<file path="src/rtl/sdram_aref.sv">
// sdram_aref - SDRAM auto-refresh requester.
//
// Once SDRAM initialization has completed, a free-running interval timer asks
// the arbiter for the bus every REF_CYCLES clocks. When the arbiter grants the
// request, the block issues a PRECHARGE-ALL and then AREF_NUM AUTO REFRESH
// commands with TRP / TRFC spacing. It then pulses aref_done so the arbiter
// can release the bus.
//
// Ports:
//   sclk        in   system clock, rising edge
//   srst_n      in   asynchronous active-low reset
//   init_end    in   SDRAM init complete (latched, sticky until reset)
//   aref_ack    in   arbiter grant (level; honoured only in IDLE with a pending request)
//   aref_req    out  refresh request to the arbiter
//   aref_done   out  one-cycle pulse at the end of the refresh sequence
//   aref_cmd    out  {CS_n, RAS_n, CAS_n, WE_n}
//   aref_addr   out  SDRAM address (A10 high during PRECHARGE-ALL)
//   ref_overrun out  sticky: an interval expired while a request was still pending
module sdram_aref #(
    parameter int REF_CYCLES = 750,
    parameter int TRP        = 2,
    parameter int TRFC       = 7,
    parameter int AREF_NUM   = 2
) (
    input  logic        sclk,
    input  logic        srst_n,
    input  logic        init_end,
    input  logic        aref_ack,
    output logic        aref_req,
    output logic        aref_done,
    output logic [3:0]  aref_cmd,
    output logic [12:0] aref_addr,
    output logic        ref_overrun
);

    localparam int TW   = (REF_CYCLES > 1) ? $clog2(REF_CYCLES) : 1;
    localparam int CW   = $clog2(AREF_NUM + 1);
    localparam int WMAX = (TRP > TRFC) ? TRP : TRFC;
    localparam int WW   = (WMAX > 1) ? $clog2(WMAX) : 1;

    localparam logic [TW-1:0] TIMER_LAST = TW'(REF_CYCLES - 1);
    localparam logic [TW-1:0] T_ONE      = TW'(1'b1);
    localparam logic [WW-1:0] W_ONE      = WW'(1'b1);
    localparam logic [CW-1:0] C_ONE      = CW'(1'b1);
    localparam logic [CW-1:0] AREF_TOTAL = CW'(AREF_NUM);
    // Last count value of each wait state (the state is skipped when its spacing is 1).
    localparam logic [WW-1:0] RP_LAST    = WW'((TRP > 1) ? TRP - 2 : 0);
    localparam logic [WW-1:0] RFC_LAST   = WW'((TRFC > 1) ? TRFC - 2 : 0);

    localparam logic [3:0]  CMD_NOP   = 4'b0111;
    localparam logic [3:0]  CMD_PRE   = 4'b0010;
    localparam logic [3:0]  CMD_AREF  = 4'b0001;
    localparam logic [12:0] ADDR_PALL = 13'h0400;
    localparam logic [12:0] ADDR_ZERO = 13'h0000;

    typedef enum logic [2:0] {
        ST_IDLE     = 3'd0,
        ST_PRE      = 3'd1,
        ST_WAIT_RP  = 3'd2,
        ST_AREF     = 3'd3,
        ST_WAIT_RFC = 3'd4,
        ST_DONE     = 3'd5
    } state_t;

    logic            init_r;
    logic [TW-1:0]   timer_r;
    state_t          state_r;
    state_t          state_s;
    logic [WW-1:0]   wait_cnt_r;
    logic [WW-1:0]   wait_cnt_s;
    logic [CW-1:0]   aref_cnt_r;
    logic [CW-1:0]   aref_cnt_s;
    logic            expire_s;
    logic            accept_s;
    logic            req_s;
    logic            ovr_s;
    logic [3:0]      cmd_s;
    logic [12:0]     addr_s;
    logic            done_s;
    logic            aref_req_r;
    logic            aref_done_r;
    logic [3:0]      aref_cmd_r;
    logic [12:0]     aref_addr_r;
    logic            ref_overrun_r;

    assign aref_req    = aref_req_r;
    assign aref_done   = aref_done_r;
    assign aref_cmd    = aref_cmd_r;
    assign aref_addr   = aref_addr_r;
    assign ref_overrun = ref_overrun_r;

    // Interval expiry, grant acceptance, and next request / overrun flags.
    always_comb begin
        expire_s = init_r && (timer_r == TIMER_LAST);
        accept_s = aref_ack && aref_req_r && (state_r == ST_IDLE);
        // An expiry in the accept cycle is a fresh interval, so it wins over the clear.
        if (expire_s) begin
            req_s = 1'b1;
        end else if (accept_s) begin
            req_s = 1'b0;
        end else begin
            req_s = aref_req_r;
        end
        ovr_s = ref_overrun_r | (expire_s & aref_req_r & ~accept_s);
    end

    // Init latch and refresh interval timer (runs through sequences too).
    always_ff @(posedge sclk or negedge srst_n) begin
        if (!srst_n) begin
            init_r  <= 1'b0;
            timer_r <= {TW{1'b0}};
        end else begin
            init_r <= init_r | init_end;
            if (!init_r) begin
                timer_r <= {TW{1'b0}};
            end else if (timer_r == TIMER_LAST) begin
                timer_r <= {TW{1'b0}};
            end else begin
                timer_r <= timer_r + T_ONE;
            end
        end
    end

    // Sequence FSM next state plus wait and AREF counters.
    always_comb begin
        state_s    = state_r;
        wait_cnt_s = {WW{1'b0}};
        aref_cnt_s = aref_cnt_r;
        case (state_r)
            ST_IDLE: begin
                if (accept_s) begin
                    state_s = ST_PRE;
                end else begin
                    state_s = ST_IDLE;
                end
            end
            ST_PRE: begin
                if (TRP > 1) begin
                    state_s = ST_WAIT_RP;
                end else begin
                    state_s = ST_AREF;
                end
            end
            ST_WAIT_RP: begin
                if (wait_cnt_r == RP_LAST) begin
                    state_s = ST_AREF;
                end else begin
                    state_s    = ST_WAIT_RP;
                    wait_cnt_s = wait_cnt_r + W_ONE;
                end
            end
            ST_AREF: begin
                aref_cnt_s = aref_cnt_r + C_ONE;
                // With TRFC of 1 the decision is taken here, on the updated count.
                if (TRFC > 1) begin
                    state_s = ST_WAIT_RFC;
                end else if (aref_cnt_s < AREF_TOTAL) begin
                    state_s = ST_AREF;
                end else begin
                    state_s = ST_DONE;
                end
            end
            ST_WAIT_RFC: begin
                if (wait_cnt_r != RFC_LAST) begin
                    state_s    = ST_WAIT_RFC;
                    wait_cnt_s = wait_cnt_r + W_ONE;
                end else if (aref_cnt_r < AREF_TOTAL) begin
                    state_s = ST_AREF;
                end else begin
                    state_s = ST_DONE;
                end
            end
            ST_DONE: begin
                state_s    = ST_IDLE;
                aref_cnt_s = {CW{1'b0}};
            end
            default: begin
                state_s    = ST_IDLE;
                aref_cnt_s = {CW{1'b0}};
            end
        endcase
    end

    // Outputs are decoded from the next state so the registers line up with the state.
    always_comb begin
        cmd_s  = CMD_NOP;
        addr_s = ADDR_ZERO;
        done_s = 1'b0;
        case (state_s)
            ST_PRE: begin
                cmd_s  = CMD_PRE;
                addr_s = ADDR_PALL;
            end
            ST_AREF: begin
                cmd_s  = CMD_AREF;
            end
            ST_DONE: begin
                done_s = 1'b1;
            end
            default: begin
                cmd_s  = CMD_NOP;
                addr_s = ADDR_ZERO;
                done_s = 1'b0;
            end
        endcase
    end

    // FSM state and counter registers.
    always_ff @(posedge sclk or negedge srst_n) begin
        if (!srst_n) begin
            state_r    <= ST_IDLE;
            wait_cnt_r <= {WW{1'b0}};
            aref_cnt_r <= {CW{1'b0}};
        end else begin
            state_r    <= state_s;
            wait_cnt_r <= wait_cnt_s;
            aref_cnt_r <= aref_cnt_s;
        end
    end

    // Registered outputs.
    always_ff @(posedge sclk or negedge srst_n) begin
        if (!srst_n) begin
            aref_req_r    <= 1'b0;
            aref_done_r   <= 1'b0;
            aref_cmd_r    <= CMD_NOP;
            aref_addr_r   <= ADDR_ZERO;
            ref_overrun_r <= 1'b0;
        end else begin
            aref_req_r    <= req_s;
            aref_done_r   <= done_s;
            aref_cmd_r    <= cmd_s;
            aref_addr_r   <= addr_s;
            ref_overrun_r <= ovr_s;
        end
    end

endmodule

</file>
<file path="config.mk">
export PLATFORM = sky130hd
export DESIGN_NAME = sdram_aref
export DESIGN_NICKNAME = d
export VERILOG_FILES = /design/src/rtl/sdram_aref.sv
export SDC_FILE = /design/constraint.sdc
export NUM_CORES = 1
export LEC_CHECK = 0
export ABC_AREA = 1
export CAP_MARGIN = 20
export CORE_ASPECT_RATIO = 0.8
export CORE_UTILIZATION = 50
export CTS_CLUSTER_DIAMETER = 120
export DETAILED_ROUTE_END_ITERATION = 8
export PLACE_DENSITY = 0.77
export SLEW_MARGIN = 20
export SYNTH_ARGS = -nofsm -noshare
export SYNTH_HDL_FRONTEND = slang
export SYNTH_SLANG_ARGS = --single-unit
</file>
<file path="constraint.sdc">
create_clock -name sclk -period 1.3 [get_ports sclk]
set_input_delay 0.195 -clock sclk [delete_from_list [all_inputs] [get_ports sclk]]
set_output_delay 0.195 -clock sclk [all_outputs]
set_load 0.05 [all_outputs]
</file>
* Word-level counts from Yosys, hierarchy flattened
Index checks and enable logic that the tools add are counted.
Word-level totals: bits in registers 39, input bits 4, logic and storage cells 51
Operators by class: $add $sub $neg 3, order comparisons 1, equality and inequality tests 9, mux-type cells 16, bitwise gates (word level) 5, reductions and logical operators 7
Operator list (number):
- $mux 10 | 2
- $pmux 3 s5 | 1
- $mux 3 | 4
- $pmux 3 s2 | 2
- $mux 11 | 1
- $add 10x1->10 const B | 1
- $eq 10x10->1 const B | 1
- $eq 3x2->1 const B | 3
- $eq 3x1->1 const B | 2
- $eq 3x3->1 const B | 2
- $logic_not 3->1 | 2
- $mux 1 | 5
- $pmux 2 s2 | 1
- $reduce_or 4->1 | 1
- $add 3x1->3 const B | 1
- $logic_and 1x1->1 | 3
- $ne 3x3->1 const B | 1
- $add 2x1->2 const B | 1
- $and 1x1->1 | 2
- $lt 2x2->1 const B | 1
- $or 1x1->1 | 2
- $reduce_bool 2->1 | 1
- $not 1->1 | 1

* Logic depth before layout (Yosys ltp)
Gate-level depths: netlist of run 1.
depth in word-level cells 6, mapped depth 8

* Worst setup path before layout of run 1
OpenSTA, ideal clock, no wires.
kind register to register, start register aref_req_r, in the netlist aref_req, end register aref_done_r, in the netlist aref_done, library setup time 0.072 ns, arrival 1.075 ns, data required time 1.228 ns, slack 0.154 ns, stages on the path, launching flop included 5, clock period less this slack 1.146 ns, path through dfrtp_1 > nand4_2 > nand3_2 > nand2_1 > nor2_1
Between the ends: longest elaborated chain between the ends 6
RTL lines:
- start, declared | line 80 | logic aref_req_r;
- start signal, assigned | line 230 | aref_req_r <= req_s;
- $logic_and 1x1->1 (2 in a row) | line 95 | accept_s = aref_ack && aref_req_r && (state_r == ST_IDLE);
- $mux 1 | line 131 | if (accept_s) begin
- $pmux 3 s5 | line 129 | case (state_r)
- via state_s[0] | line 68 | state_t state_s;
- $eq 3x3->1 | line 189 | case (state_s)
- $mux 1 | line 189
- via done_s | line 79 | logic done_s;
- end signal, assigned | line 231 | aref_done_r <= done_s;
- end, declared | line 81 | logic aref_done_r;
The timed path passes the listed nets, and every way through them passes these cells. A chain may end at the register's enable or synchronous reset.

* Worst setup path in the final report of run 1
start register timer_r[1], end register timer_r[9]
Between the ends: longest elaborated chain between the ends 3, elaborated cells on any way between the ends 4
RTL lines:
- start, declared | line 66 | logic [TW-1:0] timer_r;
- start signal, assigned | line 111 | timer_r <= {TW{1'b0}};
- start signal, assigned | line 115 | timer_r <= {TW{1'b0}};
- start signal, assigned | line 117 | timer_r <= {TW{1'b0}};
- $add 10x1->10 / $eq 10x10->1 (equally long branches) | line 119, 116
- $mux 10 * | line 116 | end else if (timer_r == TIMER_LAST) begin
- $mux 10 * | line 114 | if (!init_r) begin
Mark *: on every way between the ends. The rest lies on a longest branch, timed or not.

==> results of run 1 <==
==> metrics by stage <==
stage | hold WS [ns] | total power, mW | area (um^2)
after CTS | 0.193 | 3.07 | 1540
after floorplan | -0.101 | 2.25 | 1370
after detailed placement | 0.491 | 2.71 | 1500
final | 0.187 | 3.21 | 1620
after global routing | 0.190 | 3.42 | 1620
after global placement | 0.470 | 2.64 | 1500
==> metal layers <==
metal  part of all wire  GRT usage  vias to the layer above
met4              0.013     0.0465                        0
met3              0.057     0.0703                        6
met2               0.52      0.301                       44
met1               0.41      0.207                      484
li1                   -          -                      472
met5                  0          0                        -
==> final timing paths <==
path / startpoint / to / slack (ns)
min in group sclk: init_end / init_r / 0.44
worst max-delay path: timer_r[1] / timer_r[9] / 0.03
worst min register to register: timer_r[0] / timer_r[0] / 0.50
worst min-delay path: srst_n / state_r[1] / 0.19
worst max register to register: timer_r[1] / timer_r[9] / 0.03
max in group asynchronous: srst_n / aref_cmd[2] / 0.87
==> area by class of cell <==
type / instances / area [um^2] / share of cell area
clock buffer: 4 / 26.3 / 0.0162
inverter: 23 / 86.3 / 0.0533
multi-input combinational: 101 / 596 / 0.368
sequential: 26 / 654 / 0.404
tap: 36 / 45.0 / 0.0278
timing repair buffer: 14 / 213 / 0.131
==> logic make-up after synthesis <==
family / after synthesis / synth area share
xor gates and xnor gates: 3 / 0.0198
DFF: 26 / 0.493
other: 1 / 0.00283
and+or+nand+nor: 69 / 0.242
buffers and inverters: 37 / 0.142
adders and majority gates: 5 / 0.0472
AOI/OAI and AO/OA: 11 / 0.0519
==> power by group through the flow <==
| stage | Combinational [mW] | Clock (mW) | Sequential [mW] |
|---|---|---|---|
| global placement | 1.30 | 0 | 1.34 |
| global route | 1.63 | 0.393 | 1.40 |
| finish | 1.48 | 0.354 | 1.37 |
| detailed placement | 1.36 | 0 | 1.35 |
| floorplan | 0.780 | 0 | 1.48 |
| CTS | 1.37 | 0.362 | 1.34 |
==> state kept, by name, summed over array words and instances (netlist names) <==
name,flops
wait_cnt_r,3
aref_req,1
aref_done,1
aref_cnt_r,2
init_r,1
ref_overrun,1
aref_addr,1
timer_r,10
state_r,3
aref_cmd,3
==> layout by cell type, fill, tap and decap left out, types with 2 or more instances in the layout <==
master	instances
nand4_1	2
buf_12	8
nand3_2	4
a21oi_2	2
nor2_2	2
nand3_1	7
ha_1	4
a21oi_1	3
conb_1	13
nor2_4	5
dfrtp_1	23
buf_4	3
nand2_1	22
inv_1	23
nor2_1	20
nand2_2	2
dfstp_2	3
clkbuf_4	3
clkdlybuf4s50_1	3
xnor2_1	3
==> timing repair <==
item	CTS	global route
setup endpoints to repair	2	18
setup buffers	0	3
pin swaps	0	6
gates cloned	0	0
hold buffers	0	0
resized for setup	1	15
==> flow_summary.toml, run 1 <==
[critical_path]
crit_cells = 7
arrival_ns = 1.50
rr_worst_depth = 7
required_ns = 1.53
worst_path_largest_cell_delay_ns = 0.43
crit_path_top_delay_cell = "dfrtp_1"
crit_path_max_fanout = 6
worst_setup_path_start_kind = "flop"
crit_path_frequent_cell = "inv_1"
path_class = "flop to flop"
worst-path-buf-inv = 2
crit_family = "simple AND/OR/NAND/NOR gates"
crit_chain = "inv_1 > ha_1 > inv_1 > nor2_4 > nand3_4 > nand3_1 > nor2_1"
endpoint_kind = "flop"

[clock_network]
h-tree-depth = 1
cts_tree = "done"
clockBufferDepth = 2
clk_pin_slew_worst_paths_ns = 0.14
cts_buffers = 3
root_buffer = "clkbuf_4"
clock_latency_ns = 0.33
clock_sinks = 26

[place]
place_congestion = 0.776
port_buffers = 10
place_ws_ns = 0.0170
dp.cells = 197
dpl.hpwl_mm = 1.66

[yosys]
synth_top_area_cell = "dfrtp_1"
ys.flop_type = "dfrtp_1"
synth.top_cell.area_share = 0.434
synth-edff-count = 0
synth_commonest_cells = "dfrtp_1, inv_1, nand2_1, nor2_1, buf_4"
ys_types = 26
netlist_instances = 152
synth.avg_cell_area_um2 = 8.73
synthTopCellsByArea = "dfrtp_1, buf_4, inv_1"
netlist_area_um2 = 1330
ys_warn_count = 0
seq_area_frac_synth = 0.493
ys_seq_elements = 26
async_flop_share = 1.00

[power]
powerDensity_nw_per_um2 = 1980
leakage_nw = 0.837
pwr-share-comb = 0.462
swShare = 0.444
power.internal_mw = 1.79
p_sw_mw = 1.43
peakVddDrop_mv = 0.796
clockPowerShare = 0.110
seqPwrFrac = 0.428

[layout]
stdcell_count = 204
fillers = 184
area_growth_pct = 22.2
antenna_cells = 0
fin_util = 0.653
fin_nets = 178
drive_above_1_share = 0.226

[global_route]
grt_pass1_wl_mm = 3.57
grt.overflow.total = 0
grt_use_total = 0.174
grt_max_degree = 27
antenna_found_initial = 0
first_global_vias = 854

[timing]
grt_setup_unrepaired = "true"
slew_violations = 0
setup_tns_ns = 0
setup-violations-final = 0
fin_crit_sh = 0.978
min_period_ns = 1.27
timing.fmax_mhz = 787
finalClockSkew_ns = 0.0133
finalHoldViolCount = 0
finalWorstSetupSlack_ns = 0.0286

[status]
status = "complete, no violations"

[floorplanning]
io_pins = 24
core-area_um2 = 2480
start_util = 0.534
dieWidth_um = 59.6
rows = 16
die_y_um = 48.1
die_area_um2 = 2860

[worst_hold_path]
min_path_type = "primary input to asynchronous set/reset pin"

[job]
drv_cap = 0

[routing]
drc = 0
first_iter_violations = 16
vias_per_cell = 4.93
wl_mm = 2.35
antenna_left = 0
firstDrtPassIters = 4
wl_per_cell_um = 11.5
via_count = 1006
Power figures use the tool's default switching activity.
==> inputs of run 2 (changes only) <==
--- a/config.mk
+++ b/config.mk
@@ -8,6 +8,7 @@
 export ABC_AREA = 1
 export CAP_MARGIN = 20
 export CORE_ASPECT_RATIO = 0.8
+export CORE_MARGIN = 5
 export CORE_UTILIZATION = 50
 export CTS_CLUSTER_DIAMETER = 120
 export DETAILED_ROUTE_END_ITERATION = 8
==> run 2 against run 1 <==
  * Sequential power about the same
  * Via count is 4.2% lower
  * Utilization down 1.2 points
  * Clock skew shrank 0.0071 ns
  * Combinational power hardly changed
  * Non-clock buffer count is 1 higher
  * First-iteration DRC count increased by 100%
  * Clock power increased by 12%
  * Register-to-register slack improved by 0.02 ns
  * Count of clock-buffer cells in the layout stayed put
  * Critical path depth is the same
  * Worst hold slack better by 0.028 ns
==> flow_summary.toml, run 2 (synthesized netlist as in run 1, its figures left out) <==
[clock_network]
clock_sinks = 26
cts_buffers = 3
clock_latency_ns = 0.32
clk_pin_slew_worst_paths_ns = 0.13
h-tree-depth = 1
clockBufferDepth = 2
root_buffer = "clkbuf_4"
cts_tree = "done"

[layout]
largest_register = "timer_r"
drive_above_1_share = 0.231
mostFrequentLayoutCells = "dfrtp_1, inv_1, nand2_1"
largest_reg_flops = 10
antenna_cells = 0
final_common_cell = "dfrtp_1"
fin_nets = 179
area_growth_pct = 20.9

[floorplanning]
rows = 16
io_pins = 24
die_y_um = 56.1
core-area_um2 = 2500
dieWidth_um = 67.6
start_util = 0.530
die_area_um2 = 3790

[critical_path]
crit_path_max_fanout = 4
arrival_ns = 1.47
path_class = "flop to flop"
crit_chain = "ha_1 > nand2_2 > inv_1 > nand2_1 > nand3_2 > nand2_2 > nor2_1"
crit_path_frequent_cell = "nand2_2"
worst_path_largest_cell_delay_ns = 0.43
crit_path_top_delay_cell = "dfrtp_1"
required_ns = 1.52
endpoint_kind = "flop"
worst_setup_path_start_kind = "flop"

[power]
peakVddDrop_mv = 0.913
leakage_nw = 0.835
powerDensity_nw_per_um2 = 2010

[timing]
finalWorstSetupSlack_ns = 0.0467
hold_slack_ns = 0.215
timing.fmax_mhz = 798
finalClockSkew_ns = 0.00618
min_period_ns = 1.25
fin_crit_sh = 0.964
setup-violations-final = 0
finalHoldViolCount = 0
slew_violations = 0

[global_route]
grt.overflow.total = 0
grt_max_degree = 27
grt_pass1_wl_mm = 3.59
first_global_vias = 833
grt_use_total = 0.126
antenna_found_initial = 0

[place]
port_buffers = 10
place_congestion = 0.797
place_ws_ns = 0.0500
dpl.hpwl_mm = 1.66

[routing]
first_iter_violations = 32
vias_per_cell = 4.70
via_count = 964
antenna_left = 0
firstDrtPassIters = 6
drc = 0
wl_per_cell_um = 11.4
wl_mm = 2.33

[job]
drv_cap = 0

[worst_hold_path]
min_path_type = "primary input to asynchronous set/reset pin"

[status]
status = "complete, no violations"
[run 2: what timing repair did]
action,in CTS,in global routing
hold buffers,0,0
gates resized for setup,0,13
buffers inserted,0,4
setup endpoints to repair,0,12
[run 2: per-stage QoR]
step / util / cells / setup TNS (ns) / instance area (um^2) / power [mW]
CTS: 0.611 / 201 / 0 / 1530 / 3.10
floorplan: - / 164 / 0 / 1370 / 2.25
global placement: 0.596 / 197 / 0 / 1490 / 2.64
finish: 0.641 / 205 / 0 / 1600 / 3.23
global route: 0.641 / 205 / -0.133 / 1600 / 3.45
detailed placement: 0.596 / 197 / 0 / 1490 / 2.70
[run 2: path summary, 6_finish.rpt]
path	from	endpoint	slack, ns	cells after the start
max	wait_cnt_r[0]	aref_done	0.05	7
min	srst_n	state_r[1]	0.21	2
max reg2reg	wait_cnt_r[0]	aref_done	0.05	7
min reg2reg	wait_cnt_r[0]	wait_cnt_r[0]	0.50	1
max in group asynchronous	srst_n	aref_cmd[0]	0.79	2
min in group sclk	init_end	init_r	0.45	2
[run 2: worst max-delay path, delay by kind of cell (launching register included)]
kind | cells | cell delay [ns]
AND/OR/NAND/NOR | 5 | 0.44
buffers and inverters | 1 | 0.06
adder cells (fa/ha/maj) | 1 | 0.22
flip-flops | 1 | 0.43
[run 2: where the power goes]
| part | total, mW | switching (mW) | internal (mW) |
|---|---|---|---|
| Clock | 0.396 | 0.224 | 0.171 |
| Combinational | 1.47 | 0.895 | 0.575 |
| Sequential | 1.36 | 0.278 | 1.08 |
| Total | 3.23 | 1.40 | 1.83 |
[run 2: area by class of cell]
class,count,area [um^2]
fill,199,898
sequential,26,654
multi-input combinational,101,574
timing repair buffer,15,208
inverter,23,86.3
tap,36,45.0
clock buffer,4,36.3
[run 2: per-layer routing]
metal | vias up | track usage | wire (um)
li1 | 484 | - | -
met1 | 449 | 0.174 | 1070
met2 | 29 | 0.184 | 1090
met3 | 2 | 0.0424 | 156
met4 | 0 | 0.0347 | 15
met5 | - | 0 | 0
==> inputs of run 3 (changes only) <==
--- a/config.mk
+++ b/config.mk
@@ -6,7 +6,7 @@
 export NUM_CORES = 1
 export LEC_CHECK = 0
 export ABC_AREA = 1
-export CAP_MARGIN = 20
+export CAP_MARGIN = 10
 export CORE_ASPECT_RATIO = 0.8
 export CORE_MARGIN = 5
 export CORE_UTILIZATION = 50
==> results of run 3 <==
No change in the layout: final DEF, timing and power equal those of run 2.
